## src/rtl/hazard_ctrl_if.sv

```systemverilog
// Hazard-unit bundle between the pipeline and hazard_ctrl.
// master: pipeline side (drives register ids / control bits, receives stall/flush).
// slave : hazard unit side (consumes pipeline state, drives stall/flush/status).
interface hazard_ctrl_if;
  localparam int unsigned REG_W = 5;
  localparam int unsigned CNT_W = 16;

  // Register ids and control bits from D/E/M
  logic [REG_W-1:0] rs_d;
  logic [REG_W-1:0] rt_d;
  logic [REG_W-1:0] write_reg_e;
  logic [REG_W-1:0] write_reg_m;
  logic             reg_write_e;
  logic             mem_to_reg_e;
  logic             mem_to_reg_m;
  logic             branch_d;

  // Data-memory handshake seen by M
  logic             mem_req_m;
  logic             mem_ready;

  // Pipeline control and status
  logic             stall_f;
  logic             stall_d;
  logic             stall_e;
  logic             stall_m;
  logic             flush_e;
  logic             flush_w;
  logic             mem_timeout;
  logic [CNT_W-1:0] stall_count;

  modport master (
    output rs_d, rt_d, write_reg_e, write_reg_m,
    output reg_write_e, mem_to_reg_e, mem_to_reg_m, branch_d,
    output mem_req_m, mem_ready,
    input  stall_f, stall_d, stall_e, stall_m, flush_e, flush_w,
    input  mem_timeout, stall_count
  );

  modport slave (
    input  rs_d, rt_d, write_reg_e, write_reg_m,
    input  reg_write_e, mem_to_reg_e, mem_to_reg_m, branch_d,
    input  mem_req_m, mem_ready,
    output stall_f, stall_d, stall_e, stall_m, flush_e, flush_w,
    output mem_timeout, stall_count
  );
endinterface

```

## src/rtl/hazard_ctrl.sv

```systemverilog
// Pipeline hazard controller: load-use and branch-compare stalls, data-memory
// wait stalls with a timeout FSM, and a saturating stall-cycle counter.
// Ports:
//   clk   - rising-edge clock
//   reset - asynchronous active-high reset
//   bus   - hazard_ctrl_if.slave (pipeline register ids/control in,
//           stall/flush/mem_timeout/stall_count out)
// Stall and flush outputs are combinational (zero-cycle) from inputs and state.
module hazard_ctrl (
  input  logic         clk,
  input  logic         reset,
  hazard_ctrl_if.slave bus
);
  localparam int unsigned WAIT_W = 4;
  localparam int unsigned CNT_W  = 16;

  typedef enum logic [1:0] {
    IDLE = 2'd0,
    WAIT = 2'd1,
    ERR  = 2'd2
  } state_t;

  state_t            state;
  logic [WAIT_W-1:0] wait_cnt;
  logic [CNT_W-1:0]  stall_count;

  logic lwstall;
  logic brstall;
  logic e_hit;
  logic m_hit;
  logic memwait;
  logic hazard;

  // Dependency detection; register 0 is hardwired and never creates a hazard
  always_comb begin
    lwstall = bus.mem_to_reg_e && (bus.write_reg_e != '0) &&
              ((bus.write_reg_e == bus.rs_d) || (bus.write_reg_e == bus.rt_d));
    e_hit   = bus.reg_write_e && (bus.write_reg_e != '0) &&
              ((bus.write_reg_e == bus.rs_d) || (bus.write_reg_e == bus.rt_d));
    m_hit   = bus.mem_to_reg_m && (bus.write_reg_m != '0) &&
              ((bus.write_reg_m == bus.rs_d) || (bus.write_reg_m == bus.rt_d));
    brstall = bus.branch_d && (e_hit || m_hit);
    hazard  = lwstall || brstall;
  end

  // Memory wait: a completing access (mem_ready) releases in the same cycle
  always_comb begin
    memwait = 1'b0;
    case (state)
      IDLE:    memwait = bus.mem_req_m && !bus.mem_ready;
      WAIT:    memwait = !bus.mem_ready;
      ERR:     memwait = 1'b1;
      default: memwait = 1'b0;
    endcase
  end

  // Stall/flush decode; a memory wait holds E rather than bubbling it
  always_comb begin
    bus.stall_f = 1'b0;
    bus.stall_d = 1'b0;
    bus.stall_e = 1'b0;
    bus.stall_m = 1'b0;
    bus.flush_e = 1'b0;
    bus.flush_w = 1'b0;
    if (!reset) begin
      if (memwait) begin
        bus.stall_f = 1'b1;
        bus.stall_d = 1'b1;
        bus.stall_e = 1'b1;
        bus.stall_m = 1'b1;
        bus.flush_w = 1'b1;
      end else begin
        bus.stall_f = hazard;
        bus.stall_d = hazard;
        bus.flush_e = hazard;
      end
    end
  end

  // Memory-wait FSM with timeout into a sticky error state
  always_ff @(posedge clk or posedge reset) begin
    if (reset) begin
      state    <= IDLE;
      wait_cnt <= '0;
    end else begin
      case (state)
        IDLE: begin
          if (bus.mem_req_m && !bus.mem_ready) begin
            state    <= WAIT;
            wait_cnt <= '0;
          end
        end
        WAIT: begin
          if (bus.mem_ready) begin
            state <= IDLE;
          end else if (wait_cnt == {WAIT_W{1'b1}}) begin
            state <= ERR;
          end else begin
            wait_cnt <= wait_cnt + WAIT_W'(1);
          end
        end
        ERR:     state <= ERR;
        default: state <= IDLE;
      endcase
    end
  end

  // Saturating count of cycles in which fetch was held
  always_ff @(posedge clk or posedge reset) begin
    if (reset) begin
      stall_count <= '0;
    end else if (bus.stall_f && (stall_count != {CNT_W{1'b1}})) begin
      stall_count <= stall_count + CNT_W'(1);
    end
  end

  assign bus.stall_count = stall_count;
  assign bus.mem_timeout = (state == ERR);
endmodule

```

## src/flat_wrapper.sv

```systemverilog
// flat-port wrapper written by rule: the top's interface ports become plain ports
module hazard_ctrl_flat 
  (clk, reset, bus_rs_d, bus_rt_d, bus_write_reg_e, bus_write_reg_m, bus_reg_write_e, bus_mem_to_reg_e, bus_mem_to_reg_m, bus_branch_d, bus_mem_req_m, bus_mem_ready, bus_stall_f, bus_stall_d, bus_stall_e, bus_stall_m, bus_flush_e, bus_flush_w, bus_mem_timeout, bus_stall_count);
  hazard_ctrl_if bus_i ();
  input  logic clk;
  input  logic reset;
  input wire logic [$bits(bus_i.rs_d)-1:0] bus_rs_d;
  input wire logic [$bits(bus_i.rt_d)-1:0] bus_rt_d;
  input wire logic [$bits(bus_i.write_reg_e)-1:0] bus_write_reg_e;
  input wire logic [$bits(bus_i.write_reg_m)-1:0] bus_write_reg_m;
  input wire logic [$bits(bus_i.reg_write_e)-1:0] bus_reg_write_e;
  input wire logic [$bits(bus_i.mem_to_reg_e)-1:0] bus_mem_to_reg_e;
  input wire logic [$bits(bus_i.mem_to_reg_m)-1:0] bus_mem_to_reg_m;
  input wire logic [$bits(bus_i.branch_d)-1:0] bus_branch_d;
  input wire logic [$bits(bus_i.mem_req_m)-1:0] bus_mem_req_m;
  input wire logic [$bits(bus_i.mem_ready)-1:0] bus_mem_ready;
  output wire logic [$bits(bus_i.stall_f)-1:0] bus_stall_f;
  output wire logic [$bits(bus_i.stall_d)-1:0] bus_stall_d;
  output wire logic [$bits(bus_i.stall_e)-1:0] bus_stall_e;
  output wire logic [$bits(bus_i.stall_m)-1:0] bus_stall_m;
  output wire logic [$bits(bus_i.flush_e)-1:0] bus_flush_e;
  output wire logic [$bits(bus_i.flush_w)-1:0] bus_flush_w;
  output wire logic [$bits(bus_i.mem_timeout)-1:0] bus_mem_timeout;
  output wire logic [$bits(bus_i.stall_count)-1:0] bus_stall_count;
  assign bus_i.rs_d = bus_rs_d;
  assign bus_i.rt_d = bus_rt_d;
  assign bus_i.write_reg_e = bus_write_reg_e;
  assign bus_i.write_reg_m = bus_write_reg_m;
  assign bus_i.reg_write_e = bus_reg_write_e;
  assign bus_i.mem_to_reg_e = bus_mem_to_reg_e;
  assign bus_i.mem_to_reg_m = bus_mem_to_reg_m;
  assign bus_i.branch_d = bus_branch_d;
  assign bus_i.mem_req_m = bus_mem_req_m;
  assign bus_i.mem_ready = bus_mem_ready;
  assign bus_stall_f = bus_i.stall_f;
  assign bus_stall_d = bus_i.stall_d;
  assign bus_stall_e = bus_i.stall_e;
  assign bus_stall_m = bus_i.stall_m;
  assign bus_flush_e = bus_i.flush_e;
  assign bus_flush_w = bus_i.flush_w;
  assign bus_mem_timeout = bus_i.mem_timeout;
  assign bus_stall_count = bus_i.stall_count;
  hazard_ctrl u_core (.clk(clk), .reset(reset), .bus(bus_i));
endmodule
```

## config.mk

```make
export PLATFORM = sky130hd
export DESIGN_NAME = hazard_ctrl_flat
export DESIGN_NICKNAME = d
export VERILOG_FILES = /design/src/rtl/hazard_ctrl_if.sv /design/src/rtl/hazard_ctrl.sv /design/src/flat_wrapper.sv
export SDC_FILE = /design/constraint.sdc
export NUM_CORES = 1
export LEC_CHECK = 0
export BUFFER_PORTS_ARGS = -buffer_cell sky130_fd_sc_hd__buf_2
export CORE_ASPECT_RATIO = 0.5
export CORE_MARGIN = 8
export CORE_UTILIZATION = 38
export CTS_CLUSTER_DIAMETER = 150
export DETAILED_ROUTE_END_ITERATION = 16
export GPL_ROUTABILITY_DRIVEN = 0
export PLACE_DENSITY = 0.74
export SLEW_MARGIN = 20
export SYNTH_ARGS = -nofsm -noshare
export SYNTH_HDL_FRONTEND = slang
export SYNTH_SLANG_ARGS = --single-unit
export TNS_END_PERCENT = 10
```

## constraint.sdc

```tcl
create_clock -name clk -period 1.9 [get_ports clk]
set_input_delay 0.095 -clock clk [delete_from_list [all_inputs] [get_ports clk]]
set_output_delay 0.095 -clock clk [all_outputs]
set_load 0.02 [all_outputs]
```

### After elaboration in Yosys (flattened, before gate mapping)

Cells that the tools add are included.

* $add $sub $neg: 2
* reduce and logical (&&, ||, !) cells: 20
* multiplexer cells: 15
* equality and inequality tests: 12

Operator list (number)
* == test 5 bit: 4
* adder 16 x 1 -> 16 bit, second input constant: 1
* != test 16 bit, second input constant: 1
* 2-to-1 mux 4 bit: 3
* nonzero test 5 bit: 2
* logical AND 1 bit: 9
* case mux 4 bit (2 select lines): 1
* 2-to-1 mux 1 bit: 6
* 2-to-1 mux 2 bit: 3
* case mux 2 bit (3 select lines): 1
* adder 4 x 1 -> 4 bit, second input constant: 1
* == test 4 bit, second input constant: 1
* logical OR 1 bit: 4
* != test 2 bit, second input constant: 2
* AND reduction 4 bit: 1
* != test 3 x 2 -> 1 bit, second input constant: 1
* case mux 1 bit (3 select lines): 1
* == test 2 x 1 -> 1 bit, second input constant: 1
* == test 2 bit, second input constant: 1
* logical NOT 2 bit: 1
* != test 2 x 1 -> 1 bit, second input constant: 1
* AND reduction 2 bit: 1
* nonzero test 2 bit: 1
* logical NOT 1 bit: 1

* input port bits: 28
* word-level logic and storage cells: 52
* output and inout port bits: 23
* flip-flop bits (word level): 22

### Logic depth before layout (Yosys ltp)

Gate-level depths: netlist of the first run.

* word-level depth: 9
* mapped depth: 8
* gate-level depth less buffers: 7

### Worst setup path before layout of the first run

OpenSTA, ideal clock, no wires.

* path type: reg2reg
* start point: register u_core.stall_count[0] (netlist: u_core.bus.stall_count[0])
* end point: register u_core.stall_count[3] (netlist: u_core.bus.stall_count[3])
* buffers on the path: 1
* cell stages (with the launch flop): 8
* clock period less this slack: 1971 ps
* arrival: 1841 ps
* slack: -71 ps
* library setup time: 130 ps
* cell sequence: dfrtp_1 -> ha_1 -> and3_2 -> and3_2 -> a221oi_2 -> buf_6 -> nand4_1 -> xnor2_1

* longest elaborated chain between the ends: 2
* elaborated cells between the ends (all ways): 3

Ends and longest elaborated chain
* from (decl): RTL line hazard_ctrl.sv:25 `logic [CNT_W-1:0] stall_count;`
* from (signal assigned): RTL line hazard_ctrl.sv:113 `stall_count <= stall_count + CNT_W'(1);`
* branches (longest 2 deep; another with adder 16 x 1 -> 16 bit)

Several ways; the timed one is not identified.
A chain may end at the register's enable or synchronous reset.

### Worst setup path after layout of the first run

* start point: register u_core.stall_count[0] (netlist: u_core.bus.stall_count[0])
* end point: register u_core.stall_count[1] (netlist: u_core.bus.stall_count[1])

Same word-level chain as after synthesis.

==> impl_metrics.json, run 1 <==
{
  "outcome": "completed",
  "setup_ws_ns": 0.0806,
  "grt_pass1_vias": 1311,
  "hold-worst-slack_ns": 0.180,
  "grt_setup_unrepaired": "true",
  "timing.critical_path.arrival_ns": 1.97,
  "cts_buffers": 3,
  "r2r_setup_slack_ns": 0.08,
  "chipWidth_um": 101,
  "number_of_antenna_violations_at_the_first_check_in_global_routing": 0,
  "timing.critical_path.to_type": "register",
  "ys.warnings.count": 0,
  "powerDensity_mw_per_mm2": 941,
  "timing.critical_path.cells": "ha_2 > and3_2 > and3_4 > a221oi_4 > buf_6 > mux2_4",
  "min_path_type": "primary input to register",
  "final_min_period_over_clock_period": 0.958,
  "async_reset_ff_frac": 1.00,
  "detailedPlace.worstSlack_ns": -0.0105,
  "ant_nets": 0,
  "drt_wl_total_mm": 3.53,
  "drc_errors": 0,
  "port_buffers": 50,
  "std_cell_rows": 15,
  "dpl_cell_area_mm2": 0.00175,
  "numClockSinks": 22,
  "cts_max_level": 1,
  "fillerInstances": 316,
  "p_int_mw": 1.11,
  "cpMaxStageDelayCell": "sky130_fd_sc_hd__dfrtp_2",
  "yosys_register_bits": 22,
  "fp.dieArea_mm2": 0.00587,
  "final.min_clock_period_ns": 1.82,
  "clk-insertion-delay-late_ns": 0.26,
  "post_synth.cell_area_avg_um2": 9.53,
  "grt_usage": 0.118,
  "combinationalPowerShare": 0.450,
  "cts.clk_slew.worst_paths_ns": 0.08,
  "post_route_cells_drive_above_1_share": 0.395,
  "final_cell_count_no_fill": 261,
  "syn_nets": 173,
  "fin_setup_tns_ns": 0,
  "synth_seq_area_share": 0.404,
  "cp_max_fo": 6,
  "synthFlopType": "sky130_fd_sc_hd__dfrtp_1",
  "standby_leakage_power_nw": 0.859,
  "cp_slowest_stage_delay_ns": 0.41,
  "synth_cell_type_count": 32,
  "dr_total_vias": 1280,
  "design_power_total_mw": 1.75,
  "synth_edf_count": 0,
  "sw_frac_of_total": 0.367,
  "synthCells": 143,
  "wire_per_inst_um": 13.5,
  "slew-limit-headroom": 0.714,
  "antenna_cells_inserted": 0,
  "design.final.nets": 241,
  "first_drt_iteration_drcs": 38,
  "tritoncts": "built",
  "placeable_core_area_mm2": 0.00343,
  "start_kind": "register",
  "drt_pre_antenna_iters": 4,
  "dp.final_hpwl_mm": 2.79,
  "cts-root-to-sink-buffers": 2,
  "critical_path_class": "register to register",
  "die_h_um": 58.3,
  "starting_density_of_the_core": 0.397,
  "grt_first_pass_wirelength_mm": 5.73,
  "hold_viol": 0,
  "clkPwrFrac": 0.192,
  "design_area_mm2": 0.00186,
  "area.growth.synth_to_final_pct": 36.2,
  "finClkSkew_ns": 0.00222,
  "detailed_route_vias_per_instance": 4.90,
  "pwr-share-seq": 0.359,
  "pin_count": 51,
  "grt.overflow.total": 0,
  "worstPathRequired_ns": 2.05,
  "worst-slew-pin-transition_ns": 0.425,
  "vdd_drop_max_mv": 0.402,
  "placedCellCount": 253,
  "setup_viol": 0,
  "final_standard_cell_utilization_of_the_core": 0.540,
  "max-cap-violations": 0,
  "slew_violations": 0,
  "fmaxAchievable_mhz": 550,
  "netSwitchingPower_mw": 0.640,
  "grt_start_max_net_pins": 23,
  "syn-cell-area_mm2": 0.00136,
  "cts_root_buf": "sky130_fd_sc_hd__clkbuf_8"
}
## cells in the mapped netlist (all sizes together) (2+ instances only)
library cell | number | area [um^2]
a21oi | 7 | 38.8
nor3 | 5 | 25.0
dfrtp | 22 | 551
and3 | 4 | 27.5
nand2 | 17 | 63.8
o21ai | 2 | 10.0
xnor2 | 33 | 289
ha | 2 | 25.0
mux2 | 2 | 22.5
o22ai | 2 | 12.5
nand3 | 7 | 35.0
buf | 4 | 33.8
nor2 | 10 | 37.5
nand4 | 9 | 56.3
xor2 | 2 | 17.5
inv | 2 | 7.51
## area by class of cell
class                           instances  area [um^2]  area share
Multi-Input combinational cell        115          795       0.428
Sequential cell                        22          553       0.298
Timing Repair Buffer                   67          382       0.206
Tap cell                               51         63.8      0.0344
Clock buffer                            4         55.1      0.0297
Inverter                                2         7.51     0.00405
## registers in the layout, indices dropped and copies added (netlist names)
name,count
u_core.bus.stall_count,16
u_core.state,2
u_core.wait_cnt,4
## routing by layer
layer | up-vias | track usage | part of all wire
met5 | - | 0 | 0
met4 | 0 | 0.0447 | 0.0077
met3 | 2 | 0.0282 | 0.042
met2 | 16 | 0.230 | 0.55
met1 | 635 | 0.122 | 0.40
li1 | 627 | - | -
## final timing paths
path / from / endpoint / depth (start not counted)
hold / removal: bus_mem_req_m / u_core.wait_cnt[3] / 4
min in group asynchronous: reset / u_core.wait_cnt[1] / 4
max in group asynchronous: reset / u_core.bus.stall_count[1] / 4
hold reg to reg: u_core.bus.stall_count[9] / u_core.bus.stall_count[9] / 1
setup / recovery: u_core.bus.stall_count[0] / u_core.bus.stall_count[1] / 6
setup reg to reg: u_core.bus.stall_count[0] / u_core.bus.stall_count[1] / 6
## critical path: cells and delay by family, from the launching register on
kind                     cells  cell delay (ns)
adder cells (fa/ha/maj)      1             0.18
flip-flops                   1             0.41
multiplexers                 1             0.29
AND/OR/NAND/NOR              2             0.40
AO/OA/AOI/OAI                1             0.27
buffers and inverters        1             0.16
## repair_timing
action,CTS,global route
hold endpoints to repair,22,0
gates resized for setup,1,5
pin swaps,0,1
setup endpoints to repair,1,2
cloned,0,1
hold buffers,1,0
setup buffers,1,1
## kinds of logic after synthesis
logic type	share of synthesized area
and+or+nand+nor	0.215
AOI/OAI and AO/OA	0.0836
adders and majority gates	0.0184
muxes	0.0239
xor gates and xnor gates	0.225
buffers and inverters	0.0303
DFF	0.404
## power by group through the flow
stage	clock network [mW]	registers, mW	logic, mW
detailed placement	0	0.634	0.739
global route	0.364	0.640	0.858
finish	0.334	0.626	0.785
global placement	0	0.629	0.725
CTS	0.346	0.625	0.756
floorplan	0	0.719	0.365
## placed cells by master, fill, tap and decap left out, drive strengths merged, types with 2 or more instances in the layout
master	count
a21oi	7
and3	4
buf	66
clkbuf	4
dfrtp	22
ha	2
inv	2
mux2	2
nand2	17
nand3	7
nand4	9
nor2	10
nor3	5
o21ai	2
o22ai	2
xnor2	33
xor2	2
Power figures use the tool's default switching activity.
==> run 2, diff against run 1 <==
--- a/config.mk
+++ b/config.mk
@@ -9,10 +9,11 @@
 export CORE_ASPECT_RATIO = 0.5
 export CORE_MARGIN = 8
 export CORE_UTILIZATION = 38
+export CTS_BUF_LIST = sky130_fd_sc_hd__clkbuf_4 sky130_fd_sc_hd__clkbuf_8 sky130_fd_sc_hd__clkbuf_16
 export CTS_CLUSTER_DIAMETER = 150
 export DETAILED_ROUTE_END_ITERATION = 16
 export GPL_ROUTABILITY_DRIVEN = 0
-export PLACE_DENSITY = 0.74
+export PLACE_DENSITY = 0.72
 export SLEW_MARGIN = 20
 export SYNTH_ARGS = -nofsm -noshare
 export SYNTH_HDL_FRONTEND = slang
==> impl_metrics.json, run 2 (synthesis gave the netlist of run 1 again) <==
{
  "first_drt_iteration_drcs": 38,
  "vdd_drop_max_mv": 0.585,
  "fmaxAchievable_mhz": 539,
  "final_cell_count_no_fill": 260,
  "max-cap-violations": 0,
  "drc_errors": 0,
  "fp.dieArea_mm2": 0.00587,
  "cts_buffers": 3,
  "port_buffers": 50,
  "drt_wl_total_mm": 3.59,
  "starting_density_of_the_core": 0.397,
  "worstPathRequired_ns": 2.06,
  "antenna_cells_inserted": 0,
  "timing.critical_path.arrival_ns": 2.01,
  "cts_root_buf": "sky130_fd_sc_hd__clkbuf_8",
  "chipWidth_um": 101,
  "dr_total_vias": 1255,
  "timing.critical_path.max_delay_family": "flip-flops",
  "grt_pass1_vias": 1337,
  "cts.clk_slew.worst_paths_ns": 0.08,
  "layout_common_cells": "sky130_fd_sc_hd__buf_2 (50), sky130_fd_sc_hd__xnor2_1 (33), sky130_fd_sc_hd__dfrtp_1 (20)",
  "fillerInstances": 300,
  "grt_start_max_net_pins": 14,
  "final.min_clock_period_ns": 1.85,
  "largest_reg_flops": 16,
  "final_min_period_over_clock_period": 0.976,
  "setup_ws_ns": 0.0454,
  "worstReg2RegStart": "u_core.bus.stall_count[1]",
  "registers.top_by_ff_count": "u_core.bus.stall_count",
  "dpl_cell_area_mm2": 0.00174,
  "pin_count": 51,
  "design_power_total_mw": 1.88,
  "detailedPlace.worstSlack_ns": -0.0171,
  "cp_max_fo": 5,
  "standby_leakage_power_nw": 0.862,
  "placedCellCount": 252,
  "timing.critical_path.cells": "ha_2 > and3_2 > and3_4 > a221oi_4 > buf_6 > mux2_4",
  "ant_nets": 0,
  "slew_violations": 0,
  "critical_path_class": "register to register",
  "start_kind": "register",
  "cp_slowest_stage_delay_ns": 0.43,
  "cts-root-to-sink-buffers": 2,
  "number_of_antenna_violations_at_the_first_check_in_global_routing": 0,
  "slew-limit-headroom": 0.749,
  "area.growth.synth_to_final_pct": 38.2,
  "clk-insertion-delay-late_ns": 0.27,
  "powerDensity_mw_per_mm2": 1000,
  "cts_max_level": 1,
  "post_route_cells_drive_above_1_share": 0.402,
  "finClkSkew_ns": 0.00501,
  "dp.final_hpwl_mm": 2.85,
  "wire_per_inst_um": 13.8,
  "grt_first_pass_wirelength_mm": 6.01,
  "outcome": "completed",
  "placeable_core_area_mm2": 0.00343,
  "std_cell_rows": 15,
  "hold_viol": 0,
  "crit_start": "u_core.bus.stall_count[1]",
  "holdCritStartpoint": "bus_mem_req_m",
  "mostFrequentLayoutCell": "sky130_fd_sc_hd__buf_2",
  "grt_setup_unrepaired": "true",
  "numClockSinks": 22,
  "detailed_route_vias_per_instance": 4.83,
  "tritoncts": "built",
  "hold-worst-slack_ns": 0.207,
  "setup_viol": 0,
  "top_regs": "u_core.bus.stall_count x16, u_core.wait_cnt x4, u_core.state x2",
  "drt_pre_antenna_iters": 4,
  "die_h_um": 58.3,
  "grt.overflow.total": 0,
  "timing.critical_path.to_type": "register",
  "design_area_mm2": 0.00188,
  "cpMaxStageDelayCell": "sky130_fd_sc_hd__dfrtp_2",
  "design.final.nets": 240,
  "worst-slew-pin-transition_ns": 0.376,
  "min_path_type": "primary input to register",
  "critical_path_buf_inv_count": 1,
  "grt_usage": 0.126
}
[run 2: per-stage QoR]
| step | TNS, ns | util |
|---|---|---|
| 3_5_place_dp | -0.0171 | 0.506 |
| 2_1_floorplan | -0.109 | - |
| 4_1_cts | -0.0291 | 0.533 |
| 6_report | 0 | 0.548 |
| 3_3_place_gp | 0 | 0.506 |
| 5_1_grt | -0.101 | 0.548 |
[run 2: cell type report]
class,count,area (um^2),area share
clock buffer,3,41.3,0.0219
clock inverter,1,30.0,0.0159
inverter,2,7.51,0.00399
multi-input combinational,115,811,0.431
sequential,22,553,0.294
tap,51,63.8,0.0339
timing repair buffer,66,377,0.200
[run 2: worst register-to-register path: cells and delay by family, from the launching register on]
kind / cells / cell delay (ns)
buffers and inverters: 1 / 0.16
AO/OA/AOI/OAI: 1 / 0.27
flip-flops: 1 / 0.43
AND/OR/NAND/NOR: 2 / 0.40
multiplexers: 1 / 0.30
adder cells (fa/ha/maj): 1 / 0.18
[run 2: path summary, 6_finish.rpt]
| kind | to | slack [ns] | cells after the start |
|---|---|---|---|
| worst max-delay path | u_core.bus.stall_count[1] | 0.05 | 6 |
| max in group asynchronous | u_core.wait_cnt[1] | 0.99 | 4 |
| worst min-delay path | u_core.wait_cnt[3] | 0.21 | 4 |
| min in group asynchronous | u_core.bus.stall_count[14] | 0.41 | 3 |
| worst min register to register | u_core.bus.stall_count[11] | 0.50 | 1 |
| worst max register to register | u_core.bus.stall_count[1] | 0.05 | 6 |
[run 2: power by group]
| group | internal (mW) | total, mW | switching (mW) |
|---|---|---|---|
| Combinational | 0.375 | 0.806 | 0.431 |
| Clock | 0.282 | 0.437 | 0.155 |
| Sequential | 0.557 | 0.641 | 0.0845 |
| Total | 1.21 | 1.88 | 0.671 |
[run 2: timing repair]
item	in CTS	in global routing
resized for setup	1	9
hold buffers	1	0
endpoints found under the setup margin	1	13
gates cloned	1	0
setup buffers	1	1
pin swaps	0	3
endpoints found under the hold margin	9	0
[run 2: routing by layer]
metal  wire length (um)  GRT usage  up-vias
li1                   -          -      632
met1               1580      0.150      599
met2               1870      0.225       19
met3                 96     0.0118        5
met4                 54     0.0617        0
met5                  0          0        -
